$ cat src/rtl/wide_add_sequencer.sv
// wide_add_sequencer
// Performs a 2*HALF_W-bit addition in two passes through an external
// HALF_W-bit combinational adder: low halves first, then high halves with the
// registered low-half carry. Operands arrive on a valid/ready handshake and
// the result (sum, unsigned carry, signed overflow) leaves on a second one.
//
// Ports
//   CLK, RST            rising-edge clock, asynchronous active-high reset
//   IN_VALID/IN_READY   operand handshake
//   OP_A, OP_B, OP_CIN  2*HALF_W-bit operands and carry-in
//   ADD_A/B/CIN         drive to the external adder (Moore, from registers only)
//   ADD_SUM/ADD_COUT    external adder outputs
//   OUT_VALID/OUT_READY result handshake
//   RESULT, CARRY, OVERFLOW  registered result, held from one HI pass to the next
module wide_add_sequencer #(
  parameter int HALF_W = 64
) (
  input  logic                CLK,
  input  logic                RST,
  input  logic                IN_VALID,
  output logic                IN_READY,
  input  logic [2*HALF_W-1:0] OP_A,
  input  logic [2*HALF_W-1:0] OP_B,
  input  logic                OP_CIN,
  output logic [HALF_W-1:0]   ADD_A,
  output logic [HALF_W-1:0]   ADD_B,
  output logic                ADD_CIN,
  input  logic [HALF_W-1:0]   ADD_SUM,
  input  logic                ADD_COUT,
  output logic                OUT_VALID,
  input  logic                OUT_READY,
  output logic [2*HALF_W-1:0] RESULT,
  output logic                CARRY,
  output logic                OVERFLOW
);

  localparam int W2 = 2 * HALF_W;

  typedef enum logic [1:0] {
    S_IDLE = 2'd0,
    S_LO   = 2'd1,
    S_HI   = 2'd2,
    S_DONE = 2'd3
  } state_t;

  state_t          state_q, state_d;
  logic [W2-1:0]   a_q, a_d;
  logic [W2-1:0]   b_q, b_d;
  logic            cin_q, cin_d;
  logic            carry_lo_q, carry_lo_d;
  logic [W2-1:0]   result_q, result_d;
  logic            carry_q, carry_d;
  logic            ovf_q, ovf_d;
  logic            in_ready_q, in_ready_d;
  logic            out_valid_q, out_valid_d;

  // State and datapath registers; reset clears everything, aborting any operation.
  always_ff @(posedge CLK or posedge RST) begin
    if (RST) begin
      state_q     <= S_IDLE;
      a_q         <= '0;
      b_q         <= '0;
      cin_q       <= 1'b0;
      carry_lo_q  <= 1'b0;
      result_q    <= '0;
      carry_q     <= 1'b0;
      ovf_q       <= 1'b0;
      in_ready_q  <= 1'b0;
      out_valid_q <= 1'b0;
    end else begin
      state_q     <= state_d;
      a_q         <= a_d;
      b_q         <= b_d;
      cin_q       <= cin_d;
      carry_lo_q  <= carry_lo_d;
      result_q    <= result_d;
      carry_q     <= carry_d;
      ovf_q       <= ovf_d;
      in_ready_q  <= in_ready_d;
      out_valid_q <= out_valid_d;
    end
  end

  // Next-state and datapath update; handshake flags are registered from the next state.
  always_comb begin
    state_d    = state_q;
    a_d        = a_q;
    b_d        = b_q;
    cin_d      = cin_q;
    carry_lo_d = carry_lo_q;
    result_d   = result_q;
    carry_d    = carry_q;
    ovf_d      = ovf_q;
    case (state_q)
      S_IDLE: begin
        // in_ready_q is low for one cycle after reset release, so it gates the accept.
        if (IN_VALID && in_ready_q) begin
          a_d     = OP_A;
          b_d     = OP_B;
          cin_d   = OP_CIN;
          state_d = S_LO;
        end else begin
          state_d = S_IDLE;
        end
      end
      S_LO: begin
        result_d[HALF_W-1:0] = ADD_SUM;
        carry_lo_d           = ADD_COUT;
        state_d              = S_HI;
      end
      S_HI: begin
        result_d[W2-1:HALF_W] = ADD_SUM;
        carry_d               = ADD_COUT;
        // Signed overflow: like-signed operands whose sum changes sign.
        ovf_d   = (a_q[W2-1] == b_q[W2-1]) && (ADD_SUM[HALF_W-1] != a_q[W2-1]);
        state_d = S_DONE;
      end
      S_DONE: begin
        if (OUT_READY) begin
          state_d = S_IDLE;
        end else begin
          state_d = S_DONE;
        end
      end
      default: begin
        state_d = S_IDLE;
      end
    endcase
    in_ready_d  = (state_d == S_IDLE);
    out_valid_d = (state_d == S_DONE);
  end

  // Adder drive decoded from registered state and operands only (kept apart from
  // the next-state logic, which reads the adder outputs).
  always_comb begin
    ADD_A   = '0;
    ADD_B   = '0;
    ADD_CIN = 1'b0;
    case (state_q)
      S_LO: begin
        ADD_A   = a_q[HALF_W-1:0];
        ADD_B   = b_q[HALF_W-1:0];
        ADD_CIN = cin_q;
      end
      S_HI: begin
        ADD_A   = a_q[W2-1:HALF_W];
        ADD_B   = b_q[W2-1:HALF_W];
        ADD_CIN = carry_lo_q;
      end
      default: begin
        ADD_A   = '0;
        ADD_B   = '0;
        ADD_CIN = 1'b0;
      end
    endcase
  end

  assign IN_READY  = in_ready_q;
  assign OUT_VALID = out_valid_q;
  assign RESULT    = result_q;
  assign CARRY     = carry_q;
  assign OVERFLOW  = ovf_q;

endmodule

$ cat config.mk
export PLATFORM = sky130hd
export DESIGN_NAME = wide_add_sequencer
export DESIGN_NICKNAME = d
export VERILOG_FILES = /design/src/rtl/wide_add_sequencer.sv
export SDC_FILE = /design/constraint.sdc
export NUM_CORES = 1
export LEC_CHECK = 0
export BUFFER_PORTS_ARGS = -buffer_cell sky130_fd_sc_hd__buf_2
export CORE_AREA = 2 2 228 230
export DETAILED_ROUTE_END_ITERATION = 16
export DIE_AREA = 0 0 230 232
export PLACE_DENSITY = 0.61
export REMOVE_ABC_BUFFERS = 1
export SKIP_CTS_REPAIR_TIMING = 1
export SLEW_MARGIN = 20
export SYNTH_ARGS = -nofsm -noshare
export SYNTH_HDL_FRONTEND = slang
export SYNTH_SLANG_ARGS = --single-unit
export TNS_END_PERCENT = 20
$ cat constraint.sdc
create_clock -name CLK -period 16.05 [get_ports CLK]
set_clock_uncertainty 0.2 [all_clocks]
set_input_delay 0.8025 -clock CLK [delete_from_list [all_inputs] [get_ports CLK]]
set_output_delay 0.8025 -clock CLK [all_outputs]
set_load 0.03 [all_outputs]
==> results.json, run 1 <==
{
  "status": "complete, no violations",
  "timing.fmax_ghz": 0.218,
  "die_area_mm2": 0.0534,
  "cp_cell_sequence": "inv_1, ha_4, buf_4, a22oi_1, nor2b_1, buf_2",
  "cp-start-kind": "flip-flop",
  "cts_buffer_depth": 3,
  "synth_cells": 1146,
  "final_cell_mix": "buf_2, dfrtp_1, mux2_1",
  "yosysTopAreaCellShare_pct": 58.8,
  "hold_class": "in -> async",
  "yosys_warnings": 0,
  "critPathMaxStageDelay_ns": 0.90,
  "io_pins": 587,
  "dp.cells": 2339,
  "drv_slew": 0,
  "path_delay_family": "buffers and inverters",
  "clkSinkCount": 392,
  "clockRootBuffer": "clkbuf_16",
  "grt_pass1_wl_mm": 71.2,
  "fin_util_pct": 42.1,
  "r2r_cells": 6,
  "gp_congestion": 0.797,
  "cts_tree": "built",
  "area_delta_synth_final_pct": 28.4,
  "numCtsBuffers": 44,
  "irDropWorstVdd_uv": 120,
  "layout.cells.non_filler": 2424,
  "track_usage_pct": 16.8,
  "start_util_pct": 32.8,
  "end_kind": "output pin",
  "worstPathArrival_ns": 3.59,
  "cp.required_ns": 15.05,
  "nets": 2036,
  "antenna_found_initial": 12,
  "tns_ns": 0,
  "clkLatencyLatePin_ns": 0.53,
  "rr_startpoint": "state_q[1]",
  "die_width_um": 230,
  "grt_max_degree": 140,
  "mostFrequentLayoutCell": "buf_2",
  "crit_slowest_cell": "buf_4",
  "cap_viol_max_count": 0,
  "regToRegEndpoint": "b_q[46]",
  "core_area_mm2": 0.0509,
  "relSlewSlack_pct": 27.1,
  "cp-endpoint": "ADD_A[27]",
  "leakage_nw": 10.1,
  "detail-route-antenna-nets": 0,
  "vias": 11584,
  "drc": 0,
  "worstMarginPinSlew_ns": 1.09,
  "synth_area_mm2": 0.0167,
  "grt_pass1_vias": 12372,
  "wire_per_inst_um": 19.0,
  "period_share_pct": 28.6,
  "die_h_um": 232,
  "p_per_area_mw_per_mm2": 236,
  "startpoint": "state_q[0]",
  "io_buffers": 586,
  "htreeDepth": 2,
  "ys_ff_latch": 392,
  "synth_cell_type_count": 19,
  "cp_num_cells": 6,
  "drt_pass1_iterations": 6,
  "synth_area_leaders": "dfrtp_1, mux2_1, mux2_2, a22oi_1, nor2b_1",
  "finalWirelength_mm": 46.0,
  "viasPerCell": 4.78,
  "cp_num_buf_inv": 3,
  "rsz0062_at_grt": "false",
  "yosys.area.top_type": "dfrtp_1",
  "layout-drive-gt1-share_pct": 49.3,
  "hold_viol_final": 0,
  "finalSetupViolCount": 0,
  "drtIter0Drc": 499,
  "min_period_ns": 4.59,
  "critPathKind": "reg -> out",
  "worst-path-max-fanout": 75,
  "fp-row-count": 83,
  "grt_overflow": 0,
  "clk_pin_slew_ns": 0.06,
  "dpl.hpwl_mm": 32.0,
  "avgSynthCellArea_um2": 14.6,
  "yosysSeqAreaShare_pct": 58.8,
  "r2r_slack_ns": 12.17
}
[cells by family (layout without fill, tap and decap cells)]
family | count (synthesis) | after routing | share of synthesized area, %
AND/OR/NAND/NOR | 140 | 140 | 5.17
buffers and inverters | 90 | 680 | 3.61
adder cells (fa/ha/maj) | 5 | 5 | 0.375
other | 0 | 8 | 0
multiplexers | 387 | 387 | 26.1
AO/OA/AOI/OAI | 132 | 132 | 5.92
flip-flops | 392 | 392 | 58.8
[worst min path at each step]
stage,slack (ns),cells past startpoint,endpoint,start
floorplan,0.27,1,a_q[0],a_q[0]
global placement,0.27,1,a_q[46],a_q[46]
detailed placement,0.28,1,b_q[119],b_q[119]
CTS,0.22,2,b_q[90],OP_B[90]
global route,0.23,2,cin_q,OP_CIN
finish,0.25,2,RESULT[100],RST
[stage by stage]
stage | instance area [um^2] | hold WS, ns | power [mW] | setup slack, ns
3_5_place_dp | 20000 | 0.282 | 4.15 | 11.95
4_1_cts | 21400 | 0.218 | 5.12 | 11.35
3_3_place_gp | 20000 | 0.274 | 4.08 | 11.95
5_1_grt | 21400 | 0.226 | 5.36 | 11.20
6_report | 21400 | 0.254 | 5.06 | 11.46
2_1_floorplan | 16100 | 0.265 | 3.47 | 4.15
[synthesized netlist by cell type, drive strengths merged]
master and instances:
a31oi 2, dfrtp 392, and2 1, nor2 5
nand2b 1, nand3b 1, clkbuf 23, mux2 387
ha 5, nand3 1, a22oi 130, nor2b 129
nand2 2, buf 63, inv 4
[power breakdown]
part | internal, mW | switching, mW | total [mW]
sequential | 1.49 | 0.261 | 1.75
combinational | 0.911 | 1.44 | 2.35
clock | 0.560 | 0.395 | 0.955
total | 2.96 | 2.09 | 5.06
[sequential cells by signal, indices dropped and copies added, names as in the netlist]
register,flops
OUT_VALID,1
RESULT,128
b_q,128
cin_q,1
a_q,128
carry_lo_q,1
IN_READY,1
CARRY,1
state_q,2
OVERFLOW,1
[cell type report]
cell class | count | area [um^2]
clock inverter | 9 | 51.3
clock buffer | 68 | 1310
antenna | 8 | 20.0
multi-input combinational | 664 | 6320
sequential | 392 | 9810
fill | 4793 | 29500
tap | 680 | 851
inverter | 4 | 22.5
timing repair buffer | 599 | 3030
[metal layers]
| metal | vias to the layer above | track usage (%) | wire, um |
|---|---|---|---|
| met5 | - | 0 | 46 |
| met4 | 8 | 5.87 | 1150 |
| met3 | 83 | 5.03 | 3240 |
| met2 | 371 | 28.7 | 23100 |
| met1 | 5898 | 20.2 | 18500 |
| li1 | 5224 | - | - |
No activity file was read; power rests on OpenSTA's default activity.
==> run 2: changes to the inputs <==
- clock period: 16.05 -> 4.8 ns (I/O delays scaled with it)
==> run 2 against run 1 <==
Count of clock-buffer cells in the layout up 2. Combinational power grew to 3.5 times the previous value. Via count increased by 11%. Sequential cell count is the same. Largest power group unchanged. Routed wire length up 7.7%. Register-to-register slack lost 10 ns. Setup slack worse by 10 ns. Largest cell class unchanged. Clock power rose to 3.5 times the previous value. Die area did not move. Cell count up 13%. Critical endpoint is now ADD_A[5]. Worst hold slack got worse by 0.043 ns.
==> results.json, run 2 (synthesis results as in run 1) <==
{
  "nets": 2370,
  "start_util_pct": 32.8,
  "intPower_mw": 10.3,
  "detail-route-antenna-nets": 0,
  "finalSetupViolCount": 0,
  "dpl.hpwl_mm": 32.4,
  "drtIter0Drc": 500,
  "cap_viol_max_count": 0,
  "dpl_worst_slack_ns": 2.03,
  "worstMarginPinSlew_ns": 0.884,
  "clk_pin_slew_ns": 0.06,
  "period_share_pct": 69.5,
  "power.switching_mw": 7.15,
  "track_usage_pct": 16.9,
  "clkSinkCount": 392,
  "worst_slack_ns": 1.46,
  "hold_viol_final": 0,
  "critPathKind": "reg -> out",
  "timing.fmax_ghz": 0.300,
  "grt_max_degree": 113,
  "clockRootBuffer": "clkbuf_16",
  "io_pins": 587,
  "clock_power_share_pct": 19.3,
  "p_total_mw": 17.5,
  "layout.cells.non_filler": 2751,
  "pwr-share-comb_pct": 47.0,
  "cp.required_ns": 4.36,
  "viasPerCell": 4.66,
  "antenna_found_initial": 1,
  "relSlewSlack_pct": 41.0,
  "fp-row-count": 83,
  "clkLatencyLatePin_ns": 0.54,
  "die_h_um": 232,
  "grt_pass1_vias": 12463,
  "htreeDepth": 2,
  "min_period_ns": 3.34,
  "grt_pass1_wl_mm": 71.5,
  "numCtsBuffers": 44,
  "drt_pass1_iterations": 4,
  "layout-drive-gt1-share_pct": 41.6,
  "swShare_pct": 40.9,
  "status": "complete, no violations",
  "drc": 0,
  "worstPathArrival_ns": 2.90,
  "hold_class": "in -> async",
  "fin_util_pct": 48.9,
  "leakage_nw": 11.6,
  "rsz0062_at_grt": "false",
  "area_delta_synth_final_pct": 49.2,
  "io_buffers": 586,
  "wire_per_inst_um": 18.0,
  "irDropWorstVdd_uv": 450,
  "final_cell_mix": "buf_2, dfrtp_1, dlygate4sd3_1",
  "cts_buffer_depth": 3,
  "drv_slew": 0,
  "die_area_mm2": 0.0534,
  "dp.cells": 2347,
  "cts_tree": "built",
  "finalWirelength_mm": 49.6,
  "seqPwrFrac_pct": 33.7,
  "die_width_um": 230,
  "core_area_mm2": 0.0509,
  "worst-path-max-fanout": 61,
  "mostFrequentLayoutCell": "buf_2",
  "end_kind": "output pin",
  "holdWs_ns": 0.210,
  "cp-start-kind": "flip-flop",
  "p_per_area_mw_per_mm2": 703,
  "gp_congestion": 0.834,
  "vias": 12824,
  "grt_overflow": 0
}
run 2: cell count changes in the layout (fill, tap and decap cells not counted):
cell,previous run,this run
inv_6,1,0
clkbuf_1,13,14
bufinv_16,0,3
buf_12,0,8
clkinv_4,0,1
clkbuf_8,10,11
diode_2,8,3
dlygate4sd3_1,0,326
clkinv_2,7,1
clkinvlp_4,1,0
run 2: area by class of cell:
| cell class | instances | area [um^2] |
|---|---|---|
| Sequential cell | 392 | 9810 |
| Multi-Input combinational cell | 664 | 6320 |
| Inverter | 4 | 22.5 |
| Timing Repair Buffer | 933 | 6450 |
| Antenna cell | 3 | 7.51 |
| Fill cell | 4421 | 26000 |
| Clock inverter | 5 | 104 |
| Clock buffer | 70 | 1330 |
| Tap cell | 680 | 851 |
run 2: path summary, 6_finish.rpt:
check	from	endpoint	slack [ns]	cells after the start
worst min register to register	a_q[119]	a_q[119]	0.29	1
min in group CLK	OP_A[1]	a_q[1]	0.23	3
worst max-delay path	state_q[1]	ADD_A[5]	1.46	5
max in group asynchronous	RST	a_q[117]	3.06	4
worst max register to register	state_q[0]	a_q[73]	1.98	5
worst min-delay path	RST	RESULT[118]	0.21	3
run 2: metal layers:
layer	vias up	track usage (%)	share of wire [%]
met1	6440	20.3	41
li1	5877	-	-
met2	425	29.0	51
met4	0	5.08	2.1
met5	-	0	0
met3	82	5.13	6.0
run 2: power by group through the flow:
stage	clock network, mW	logic [mW]	registers [mW]
global placement	0	7.88	5.87
CTS	3.46	8.04	5.89
finish	3.37	8.22	5.90
global route	3.61	8.75	6.10
detailed placement	0	8.02	5.92
floorplan	0	4.74	6.85
run 2: worst max-delay path: stages (launching register included):
cell	delay [ns]
dfrtp_1	0.45
inv_1	0.17
ha_4	0.69
buf_4	0.47
nor2b_1	0.25
buf_2	0.24
run 2: metrics by stage:
step | setup TNS (ns) | cell area (um^2)
final | 0 | 24900
after detailed placement | 0 | 20200
after global placement | 0 | 20200
after floorplan | -3032.94 | 16100
after CTS | 0 | 21600
after global routing | 0 | 24900
==> run 3: changes to the inputs <==
- CORE_AREA: 2 2 228 230 -> 2 2 227 229
- DIE_AREA: 0 0 230 232 -> 0 0 229 231
- PLACE_DENSITY: 0.61 -> 0.64
- clock period: 4.8 -> 2.8 ns (I/O delays scaled with it)
==> run 3 against run 2 <==
Worst hold slack got worse by 0.19 ns. Count of clock-buffer cells in the layout decreased by 8. Sequential share of layout area decreased by 0.79 points. Via count increased by 2.2%. Setup slack got worse by 1.3 ns. Global-route usage increased by 0.088 points. Power increased by 75%. Clock power increased by 70%. Routed wire length increased by 1.7%. Critical endpoint is now ADD_A[11]. Largest cell class unchanged. Largest power group unchanged.
==> results.json, run 3 (synthesis results as in run 1) <==
{
  "status": "complete, no violations",
  "clockRootBuffer": "clkbuf_16",
  "grt_pass1_vias": 12524,
  "cap_viol_max_count": 0,
  "crit_slowest_cell": "dfrtp_1",
  "wire_per_inst_um": 18.1,
  "relSlewSlack_pct": 60.1,
  "tns_ns": 0,
  "gp_congestion": 0.830,
  "multi_input_area_mm2": 0.00632,
  "area_delta_synth_final_pct": 52.3,
  "core_area_mm2": 0.0507,
  "drv_slew": 0,
  "final_cell_mix": "buf_2, dfrtp_1, dlygate4sd3_1",
  "vias": 13108,
  "seqPwrFrac_pct": 33.2,
  "detail-route-antenna-nets": 0,
  "io_buffers": 586,
  "cp.required_ns": 2.46,
  "layout-drive-gt1-share_pct": 43.0,
  "n_fill_cell": 4306,
  "cts_buffer_depth": 3,
  "drc": 0,
  "start_util_pct": 32.9,
  "period_share_pct": 95.4,
  "irDropWorstVdd_uv": 842,
  "min_period_ns": 2.67,
  "grt_overflow": 0,
  "intPower_mw": 18.1,
  "track_usage_pct": 17.0,
  "pwr-share-comb_pct": 48.1,
  "rsz0062_at_grt": "false",
  "nets": 2409,
  "die_h_um": 231,
  "htreeDepth": 2,
  "drt_pass1_iterations": 5,
  "timing.fmax_ghz": 0.374,
  "io_pins": 587,
  "dpl.hpwl_mm": 33.1,
  "viasPerCell": 4.70,
  "numCtsBuffers": 44,
  "critPathKind": "reg -> out",
  "antenna_found_initial": 1,
  "worstPathArrival_ns": 2.33,
  "die_width_um": 229,
  "clkLatencyLatePin_ns": 0.55,
  "power.switching_mw": 12.5,
  "leakage_nw": 11.8,
  "end_kind": "output pin",
  "critPathMaxStageDelay_ns": 0.45,
  "drtIter0Drc": 642,
  "seq_area_mm2": 0.00981,
  "finalWirelength_mm": 50.4,
  "die_area_mm2": 0.0529,
  "fp-row-count": 83,
  "cp_cell_sequence": "inv_1, ha_4, buf_6, nor2b_1, buf_2",
  "mostFrequentLayoutCell": "buf_2",
  "clock_power_share_pct": 18.7,
  "worst-path-max-fanout": 56,
  "p_per_area_mw_per_mm2": 1200,
  "clkSinkCount": 392,
  "hold_class": "in -> async",
  "swShare_pct": 40.8,
  "worstMarginPinSlew_ns": 0.599,
  "grt_max_degree": 74,
  "grt_pass1_wl_mm": 71.1,
  "hold_viol_final": 0,
  "rr_startpoint": "state_q[0]",
  "finalSetupViolCount": 0,
  "r2r_slack_ns": 0.52,
  "cp-start-kind": "flip-flop",
  "regToRegEndpoint": "OUT_VALID",
  "r2r_cells": 7,
  "p_total_mw": 30.6,
  "cts_tree": "built",
  "clk_pin_slew_ns": 0.06
}
run 3: changes by cell type in the layout (fill, tap and decap cells not counted), sizes merged:
cell,before,now
clkbuf,70,63
buf,607,645
clkinv,2,7
inv,4,6
diode,3,1
clkinvlp,0,3
run 3: power by group through the flow:
| stage | combinational, mW | clock [mW] | sequential, mW |
|---|---|---|---|
| 2_1_floorplan | 7.44 | 0 | 11.7 |
| 3_3_place_gp | 13.9 | 0 | 10.0 |
| 3_5_place_dp | 14.1 | 0 | 10.2 |
| 4_1_cts | 14.1 | 5.88 | 10.1 |
| 5_1_grt | 15.7 | 6.11 | 10.5 |
| 6_report | 14.7 | 5.73 | 10.1 |
run 3: through the flow:
step	hold WS [ns]	cells	instance area, um^2	setup WS (ns)	utilization (%)
after floorplan	0.0721	1060	16100	-8.44	-
after global placement	0.0633	2378	20600	0.503	40.6
after detailed placement	0.0738	2378	20600	0.472	40.6
after CTS	-0.533	2455	22000	-0.135	43.5
after global routing	0.0726	2790	25400	0.00286	50.1
final	0.0192	2790	25400	0.130	50.1
run 3: layer usage:
metal  global-route usage, %  wire [um]  part of all wire [%]  up-vias
met4                    6.84       1390                   2.8        0
li1                        -          -                     -     5962
met2                    28.4      25700                    51      404
met3                    4.36       2550                   5.1      101
met1                    20.9      20700                    41     6641
met5                       0          0                     0        -
run 3: layout make-up:
class | count | area share [%]
Sequential cell | 392 | 38.6
Timing Repair Buffer | 972 | 27.5
Multi-Input combinational cell | 664 | 24.9
Clock buffer | 62 | 4.96
Tap cell | 680 | 3.35
Clock inverter | 15 | 0.650
Inverter | 4 | 0.0886
Antenna cell | 1 | 0.00985
run 3: worst max path at each step:
stage                from   endpoint  slack (ns)  cells after the start
4_1_cts        state_q[1]   ADD_B[5]       -0.14                      6
5_1_grt        state_q[1]  ADD_A[19]       0.003                      5
6_report       state_q[1]  ADD_A[11]        0.13                      5
2_1_floorplan         RST      CARRY       -8.44                      1
3_5_place_dp   state_q[1]  ADD_A[30]        0.47                      6
3_3_place_gp   state_q[1]  ADD_A[30]        0.50                      6
run 3: critical path, delay by kind of cell (launching register included):
| family | cells | cell delay, ns |
|---|---|---|
| buffers and inverters | 3 | 0.72 |
| adders and majority gates | 1 | 0.32 |
| DFF | 1 | 0.45 |
| and+or+nand+nor | 1 | 0.21 |
